### config.mk
export PLATFORM = sky130hd
export DESIGN_NAME = seq_det_param
export DESIGN_NICKNAME = d
export VERILOG_FILES = /design/src/rtl/seq_det_pkg.sv /design/src/rtl/sat_counter.sv /design/src/rtl/seq_det_param.sv
export SDC_FILE = /design/constraint.sdc
export NUM_CORES = 1
export LEC_CHECK = 0
export CAP_MARGIN = 20
export CORE_MARGIN = 5
export CORE_UTILIZATION = 57
export CTS_CLUSTER_DIAMETER = 50
export DETAILED_ROUTE_END_ITERATION = 8
export GPL_ROUTABILITY_DRIVEN = 0
export PLACE_DENSITY = 0.93
export SLEW_MARGIN = 20
export SYNTH_ARGS = -nofsm -noshare
export SYNTH_HDL_FRONTEND = slang
export SYNTH_SLANG_ARGS = --single-unit
export TNS_END_PERCENT = 5
### constraint.sdc
create_clock -name clk -period 5.3 [get_ports clk]
set_input_delay 0.53 -clock clk [delete_from_list [all_inputs] [get_ports clk]]
set_output_delay 0.53 -clock clk [all_outputs]
set_load 0.02 [all_outputs]
### src/rtl/seq_det_pkg.sv
// Shared definitions for the parameterised serial sequence detector.
// Holds the control FSM encoding and the default sizing constants.
package seq_det_pkg;

   localparam int DEF_PAT_W = 8;
   localparam int DEF_CNT_W = 16;

   typedef enum logic {
      DISABLED = 1'b0,
      ARMED    = 1'b1
   } state_e;

endpackage : seq_det_pkg

### src/rtl/sat_counter.sv
// Saturating up-counter with a synchronous clear that takes priority over increment.
module sat_counter #(
   parameter int WIDTH = 16
) (
   input  logic             clk,
   input  logic             rstn,
   input  logic             inc,
   input  logic             clr,
   output logic [WIDTH-1:0] count
);

   logic [WIDTH-1:0] r_count;

   // NOTE: sequential state uses non-blocking assignments so every flop samples pre-edge values.
   always_ff @(posedge clk or negedge rstn) begin
      if (!rstn) begin
         r_count <= '0;
      end else if (clr) begin
         r_count <= '0;
      end else if (inc && (r_count != '1)) begin
         r_count <= r_count + WIDTH'(1);
      end
   end

   assign count = r_count;

endmodule : sat_counter

### src/rtl/seq_det_param.sv
// Runtime-configurable serial pattern detector with overlap control and a saturating match counter.
// Pattern is right-aligned: bit [len-1] is the oldest bit of the match, bit [0] the newest.
module seq_det_param
   import seq_det_pkg::*;
#(
   parameter  int PAT_W = DEF_PAT_W,
   parameter  int CNT_W = DEF_CNT_W,
   localparam int LEN_W = $clog2(PAT_W + 1)
) (
   input  logic             clk,
   input  logic             rstn,
   input  logic             in_valid,
   input  logic             in,
   input  logic             cfg_load,
   input  logic [PAT_W-1:0] cfg_pattern,
   input  logic [LEN_W-1:0] cfg_len,
   input  logic             cfg_overlap,
   input  logic             clr_cnt,
   output logic             out,
   output logic [CNT_W-1:0] match_cnt,
   output logic             armed,
   output logic             cfg_err
);

   state_e           r_state;
   logic [PAT_W-1:0] r_pat;
   logic [LEN_W-1:0] r_len;
   logic             r_ovl;
   logic [PAT_W-1:0] r_hist;
   logic [LEN_W-1:0] r_fill;
   logic             r_out;
   logic             r_cfg_err;

   logic [PAT_W-1:0] w_hist_next;
   logic [LEN_W-1:0] w_fill_inc;
   logic [PAT_W-1:0] w_mask;
   logic             w_len_bad;
   logic             w_shift;
   logic             w_match;

   assign w_len_bad   = (cfg_len == '0) || (32'(cfg_len) > PAT_W);
   assign w_shift     = (r_state == ARMED) && in_valid && !cfg_load;
   assign w_hist_next = (r_hist << 1) | {{(PAT_W-1){1'b0}}, in};
   assign w_fill_inc  = (r_fill < r_len) ? r_fill + LEN_W'(1) : r_fill;

   // NOTE: every always_comb output gets a default first so no path can infer a latch.
   always_comb begin
      w_mask = '0;
      for (int i = 0; i < PAT_W; i++) begin
         w_mask[i] = (i < int'(r_len));
      end
   end

   assign w_match = w_shift
                 && (((w_hist_next ^ r_pat) & w_mask) == '0)
                 && (w_fill_inc >= r_len);

   always_ff @(posedge clk or negedge rstn) begin
      if (!rstn) begin
         r_state   <= DISABLED;
         r_pat     <= '0;
         r_len     <= '0;
         r_ovl     <= 1'b0;
         r_hist    <= '0;
         r_fill    <= '0;
         r_out     <= 1'b0;
         r_cfg_err <= 1'b0;
      end else begin
         r_out <= 1'b0;
         if (cfg_load) begin
            r_pat     <= cfg_pattern;
            r_len     <= cfg_len;
            r_ovl     <= cfg_overlap;
            r_hist    <= '0;
            r_fill    <= '0;
            r_cfg_err <= w_len_bad;
            r_state   <= w_len_bad ? DISABLED : ARMED;
         end else if (w_shift) begin
            r_hist <= w_hist_next;
            // Non-overlapping mode restarts the fill so matched bits cannot be reused.
            r_fill <= (w_match && !r_ovl) ? '0 : w_fill_inc;
            r_out  <= w_match;
         end
      end
   end

   sat_counter #(
      .WIDTH (CNT_W)
   ) u_match_cnt (
      .clk   (clk),
      .rstn  (rstn),
      .inc   (w_match),
      .clr   (clr_cnt),
      .count (match_cnt)
   );

   assign out     = r_out;
   assign armed   = (r_state == ARMED);
   assign cfg_err = r_cfg_err;

endmodule : seq_det_param

==> qor.yml, run 1 <==
critical_path:
  r2r_cells: 14
  cpMaxStageDelayCell: "nor4b_1"
  critPathMaxFanout: 34
  worstReg2RegEnd: "u_match_cnt.count[8]"
  worstSetupStartpoint: "r_len[3]"
  crit_end: "u_match_cnt.count[8]"
  arrival_ns: 4.17
  endpoint_kind: "flop"
  path_cells: "inv_1, ha_1, nand2_1, o21ai_0, nor2_1, xnor2_1, inv_1, ha_1, o21a_1, o22ai_1, nor4b_1, o211ai_4, nor4_1, mux2_2"
  cpPeakStageDelay_ns: 0.50
  worstSetupStartpointType: "flop"
  required_ns: 5.49
  rr_startpoint: "r_len[3]"
  critPathKind: "reg -> reg"
  reg2reg_setup_slack_ns: 1.32
synth:
  synth_commonest_cells: "43 x dfrtp_1, 19 x nand2_1, 14 x a21oi_1"
  ys.flop_type: "dfrtp_1"
  synth_area_leaders: "dfrtp_1 47%, mux2_2 6.3%, ha_1 4.9%"
  synthSimpleGateAreaFrac_pct: 15.6
  yosys_warnings: 0
  synthesis.instances: 224
  ys_ff_latch: 43
  ys_types: 42
  synth_top_family_by_area: "compound AO/OA/AOI/OAI gates"
  synthXorXnorAreaFrac_pct: 4.18
  synth_mux_area_share_pct: 6.35
  seq_area_frac_synth_pct: 46.7
  synth_area_leader_cell: "dfrtp_1"
  synth_compound_area_share_pct: 18.4
  yosysMostFrequentCell: "dfrtp_1"
  syn_area_mm2: 0.00231
  syn-num-nets: 252
  syn_avg_cell_area_um2: 10.3
  synth_adder_area_share_pct: 5.32
  synth-async-reset-ratio_pct: 100
  synth_edf_count: 0
  netlist.area_leader.share_pct: 46.7
sta:
  hold_slack_ns: 0.365
  final-setup-viol-count: 0
  rsz0062_at_grt: "no"
  fmax_ghz: 0.251
  max_slew.worst_pin.slew_ns: 0.923
  hold_viol: 0
  period_minus_slack_ns: 3.98
  setup-tns-final_ns: 0
  fin_crit_sh_pct: 75.1
  slew_viol_final: 0
  clock-skew-final_ns: 0.00309
  slew_headroom_pct: 38.5
global_routing:
  grt_pass1_vias: 1798
  antenna_found_initial: 0
  grt_pass1_wl_um: 8270
  overflow: 0
  grt_max_degree: 44
  grt.total_usage_pct: 19.6
power:
  power_density_mw_per_mm2: 251
  leakage_nw: 1.16
  ir_drop_mv: 0.257
routing:
  drc_errors: 0
  drt-initial-drc-count: 198
  via_count: 1891
  antenna_left: 0
  post_drt_via_cell_ratio: 6.16
  post_drt_wl_per_cell_um: 16.4
  drt_first_pass_iters: 4
  wirelength_um: 5030
cts:
  cts_tree: "built"
  cts.sinks: 43
  numCtsBuffers: 5
  cts_max_level: 2
  clock_path_buffers: 2
  insertion_delay_ns: 0.30
  cts_resized: 0
  cts_setup_buffers: 0
  clk_pin_slew_worst_paths_ns: 0.08
  cts_hold_buf: 0
  root_buffer: "clkbuf_8"
floorplanning:
  initial_utilization_pct: 58.1
  die-area_mm2: 0.00542
  core.rowCount: 23
  io_pins: 38
  core_mm2: 0.00397
  die_h_um: 73.6
  die_w_um: 73.6
placement:
  dp_hpwl_um: 3530
  place_area_mm2: 0.00268
  io_buffers: 37
min_path:
  hold_path_class: "in -> async"
final_layout:
  drive_above_1_share_pct: 10.5
  diodes: 0
  fill_cells: 285
  fin_nets: 284
  final_cell_area_mm2: 0.00281
  finish.utilization_pct: 70.7
  syn_to_final_growth_pct: 21.8
flow_run:
  max_cap_violations: 0
run_status:
  outcome: "complete, no violations"
how the worst min path moves through the flow:
stage                     startpoint        to  cells past startpoint
after floorplan                 rstn     armed                      0
after global placement       cfg_err   cfg_err                      1
after detailed placement     cfg_err   cfg_err                      1
after CTS                       rstn  r_pat[0]                      1
after global routing            rstn  r_pat[7]                      1
final                           rstn  r_pat[0]                      1
metrics by stage:
stage	power, mW	instances	setup WS [ns]
after floorplan	0.407	224	2.03
after global placement	0.440	299	1.46
after detailed placement	0.445	299	1.27
after CTS	0.709	307	1.27
after global routing	0.734	307	1.04
final	0.705	307	1.32
kinds of logic (layout without fill, tap and decap cells):
group	after synthesis	count (layout)
AOI/OAI and AO/OA	60	60
xor gates and xnor gates	11	11
adders and majority gates	10	10
buffers and inverters	19	52
DFF	43	43
muxes	13	13
and+or+nand+nor	68	68
area by class of cell:
| type | instances | area [um^2] | share of cell area [%] |
|---|---|---|---|
| clock inverter | 2 | 35.0 | 1.25 |
| sequential | 43 | 1080 | 38.3 |
| inverter | 7 | 26.3 | 0.936 |
| clock buffer | 6 | 82.6 | 2.94 |
| timing repair buffer | 37 | 365 | 13.0 |
| multi-input combinational | 162 | 1160 | 41.3 |
| tap | 50 | 62.6 | 2.23 |
per-layer routing:
layer | GRT usage [%] | vias to the layer above | share of wire, %
met4 | 7.24 | 0 | 1.8
met3 | 5.34 | 9 | 5.1
met2 | 31.1 | 65 | 51
met1 | 25.8 | 913 | 42
met5 | 0 | - | 0
li1 | - | 904 | -
critical path, delay by kind of cell, from the launching register on:
| kind | cells | cell delay, ns |
|---|---|---|
| buf+inv | 2 | 0.22 |
| xor+xnor | 1 | 0.20 |
| compound gates | 4 | 0.99 |
| flops | 1 | 0.40 |
| mux | 1 | 0.37 |
| fa+ha+maj | 2 | 0.61 |
| simple gates | 4 | 1.07 |
cell usage in the layout, fill, tap and decap left out, drive strengths merged, types with 2 or more instances in the layout:
master,synthesis,routed
o21ai,10,10
a31oi,2,2
or4,8,8
nand2b,2,2
clkdlybuf4s50,0,36
a22o,7,7
o31ai,8,8
and3,4,4
o41ai,2,2
nor2,10,10
o21a,3,3
nand3,8,8
o211ai,3,3
clkbuf,9,6
xnor2,6,6
nor4,4,4
nand2,19,19
inv,7,7
o31a,3,3
mux2,13,13
xor2,5,5
nand4,3,3
ha,9,9
a2111oi,2,2
nor2b,2,2
a21oi,14,14
o21ba,3,3
dfrtp,43,43
nor3,2,2
flip-flops by register name (all words and copies together) (netlist names):
name,cells
r_pat,8
r_hist,7
r_ovl,1
armed,1
r_fill,4
u_match_cnt.count,16
r_len,4
cfg_err,1
out,1
report_power, final:
group / leakage, nW / switching [mW] / internal [mW]
registers: 0.567 / 0.0132 / 0.341
clock network: 0.0612 / 0.112 / 0.152
logic: 0.535 / 0.0453 / 0.0416
total: 1.16 / 0.170 / 0.535
Power figures use the tool's default switching activity.
==> inputs of run 2 (changes only) <==
--- a/config.mk
+++ b/config.mk
@@ -7,11 +7,11 @@
 export LEC_CHECK = 0
 export CAP_MARGIN = 20
 export CORE_MARGIN = 5
-export CORE_UTILIZATION = 57
+export CORE_UTILIZATION = 48
 export CTS_CLUSTER_DIAMETER = 50
 export DETAILED_ROUTE_END_ITERATION = 8
 export GPL_ROUTABILITY_DRIVEN = 0
-export PLACE_DENSITY = 0.93
+export PLACE_DENSITY = 0.84
 export SLEW_MARGIN = 20
 export SYNTH_ARGS = -nofsm -noshare
 export SYNTH_HDL_FRONTEND = slang
==> constraint.sdc (replaced) <==
create_clock -name clk -period 3.48 [get_ports clk]
set_input_delay 0.348 -clock clk [delete_from_list [all_inputs] [get_ports clk]]
set_output_delay 0.348 -clock clk [all_outputs]
set_load 0.02 [all_outputs]
==> run 2 against run 1 <==
Sequential share of layout area shrank 1.9 points. Wire length increased by 5.5%. Sequential cell count unchanged. Largest cell class unchanged.
==> qor.yml, run 2 (synthesis results as in run 1) <==
cts:
  root_buffer: "clkbuf_8"
  cts_max_level: 2
  insertion_delay_ns: 0.29
  numCtsBuffers: 5
  cts_tree: "built"
  cts.sinks: 43
  clock_path_buffers: 2
  clk_pin_slew_worst_paths_ns: 0.08
placement:
  dp_hpwl_um: 3530
  post-place-ws_ns: -0.0128
  place_area_mm2: 0.00277
  io_buffers: 37
power:
  p_sw_mw: 0.256
  p_sw_share_pct: 23.7
  leakage_nw: 1.24
  p_int_mw: 0.826
  ir_drop_mv: 0.288
  p_comb_share_pct: 13.9
  seqPwrFrac_pct: 49.5
  clkPwrFrac_pct: 36.6
  power_density_mw_per_mm2: 366
global_routing:
  grt_pass1_wl_um: 8540
  overflow: 0
  grt_max_degree: 44
  grt.total_usage_pct: 16.9
  grt_pass1_vias: 1856
  antenna_found_initial: 0
final_layout:
  final_cell_area_mm2: 0.00295
  syn_to_final_growth_pct: 28.1
  most-common-layout-cells: "43 x dfrtp_1, 36 x clkdlybuf4s50_1, 19 x nand2_1"
  fill_cells: 363
  diodes: 0
  fin_nets: 295
  finish.utilization_pct: 63.0
  drive_above_1_share_pct: 17.2
  largest_register_ffs: 16
  final_common_cell: "dfrtp_1"
run_status:
  outcome: "complete, no violations"
min_path:
  hold_path_class: "in -> async"
sta:
  slew_headroom_pct: 36.9
  slew_viol_final: 0
  max_slew.worst_pin.slew_ns: 0.947
  final-setup-viol-count: 0
  clock-skew-final_ns: 0.00217
  period_minus_slack_ns: 3.30
  fin_crit_sh_pct: 94.7
  fmax_ghz: 0.303
  hold_viol: 0
  setup_slack_ns: 0.184
floorplanning:
  die_w_um: 79.3
  io_pins: 38
  initial_utilization_pct: 49.1
  core_mm2: 0.00469
  die-area_mm2: 0.00629
  die_h_um: 79.3
  core.rowCount: 25
critical_path:
  endpoint_kind: "flop"
  path_cells: "ha_1, nand2_1, o21ai_2, and2_1, nor2_1, ha_1, nand2b_1, a2111oi_0, nor4b_2, o211ai_2, buf_4, clkbuf_16, o21ai_0, o31ai_1"
  cp_common_cell: "ha_1"
  worstSetupStartpointType: "flop"
  reg2reg_setup_slack_ns: 0.18
  cpPeakStageDelay_ns: 0.52
  critPathKind: "reg -> reg"
  r2r_cells: 14
  arrival_ns: 3.49
  critPathMaxFanout: 17
  worstReg2RegEnd: "r_fill[2]"
  cpMaxStageDelayCell: "a2111oi_0"
  rr_startpoint: "r_fill[3]"
  required_ns: 3.67
routing:
  drt_first_pass_iters: 4
  via_count: 1934
  antenna_left: 0
  drt-initial-drc-count: 136
  post_drt_via_cell_ratio: 6.01
  post_drt_wl_per_cell_um: 16.5
  drc_errors: 0
  wirelength_um: 5310
flow_run:
  max_cap_violations: 0
==> run 2: per-layer routing <==
metal	track usage, %	wire length (um)	vias to the layer above	part of all wire [%]
li1	-	-	922	-
met1	22.8	2350	943	44
met2	27.6	2660	59	50
met3	2.95	234	10	4.4
met4	5.50	65	0	1.2
met5	0	0	-	0
==> run 2: how the worst max path moves through the flow <==
stage	from	endpoint	cells after the start
2_1_floorplan	r_len[3]	u_match_cnt.count[8]	15
5_1_grt	r_len[3]	u_match_cnt.count[15]	15
3_3_place_gp	r_fill[2]	u_match_cnt.count[8]	14
3_5_place_dp	r_fill[1]	u_match_cnt.count[8]	14
6_report	r_fill[3]	r_fill[2]	14
4_1_cts	r_fill[1]	u_match_cnt.count[8]	14
==> run 2: area by class of cell <==
type                    count  area (um^2)  share of cell area (%)
well taps                  54         67.6                    2.29
inverters                   7         26.3                   0.889
clock buffers               6         82.6                    2.80
clock inverters             2         35.0                    1.19
repair buffers             48          478                    16.2
multi-input cells         162         1190                    40.2
flip-flops and latches     43         1080                    36.4
==> run 2: metrics by stage <==
step	hold WS (ns)	TNS, ns	power (mW)	instances
floorplan	0.0524	0	0.620	224
global placement	0.461	0	0.683	312
detailed placement	0.493	-0.0128	0.688	312
CTS	0.226	0	1.09	320
global route	0.286	-0.292	1.12	322
finish	0.197	0	1.08	322
==> run 2: worst max-delay path: cells and delay by family, from the launching register on <==
family / cells / cell delay (ns)
fa+ha+maj: 2 / 0.61
compound gates: 5 / 1.19
simple gates: 5 / 0.62
buf+inv: 2 / 0.32
flops: 1 / 0.44
==> run 2: power groups by stage <==
stage	Combinational (mW)	Sequential, mW	Clock [mW]
floorplan	0.0735	0.547	0
global placement	0.139	0.544	0
detailed placement	0.143	0.545	0
CTS	0.144	0.535	0.406
global route	0.165	0.538	0.422
finish	0.150	0.535	0.396
==> run 2: what timing repair did <==
item	in CTS	in global routing
hold buffers	0	0
cloned	0	1
hold endpoints to repair	0	0
gates resized for setup	1	8
endpoints found under the setup margin	1	15
setup buffers	0	1
pin swaps	0	3
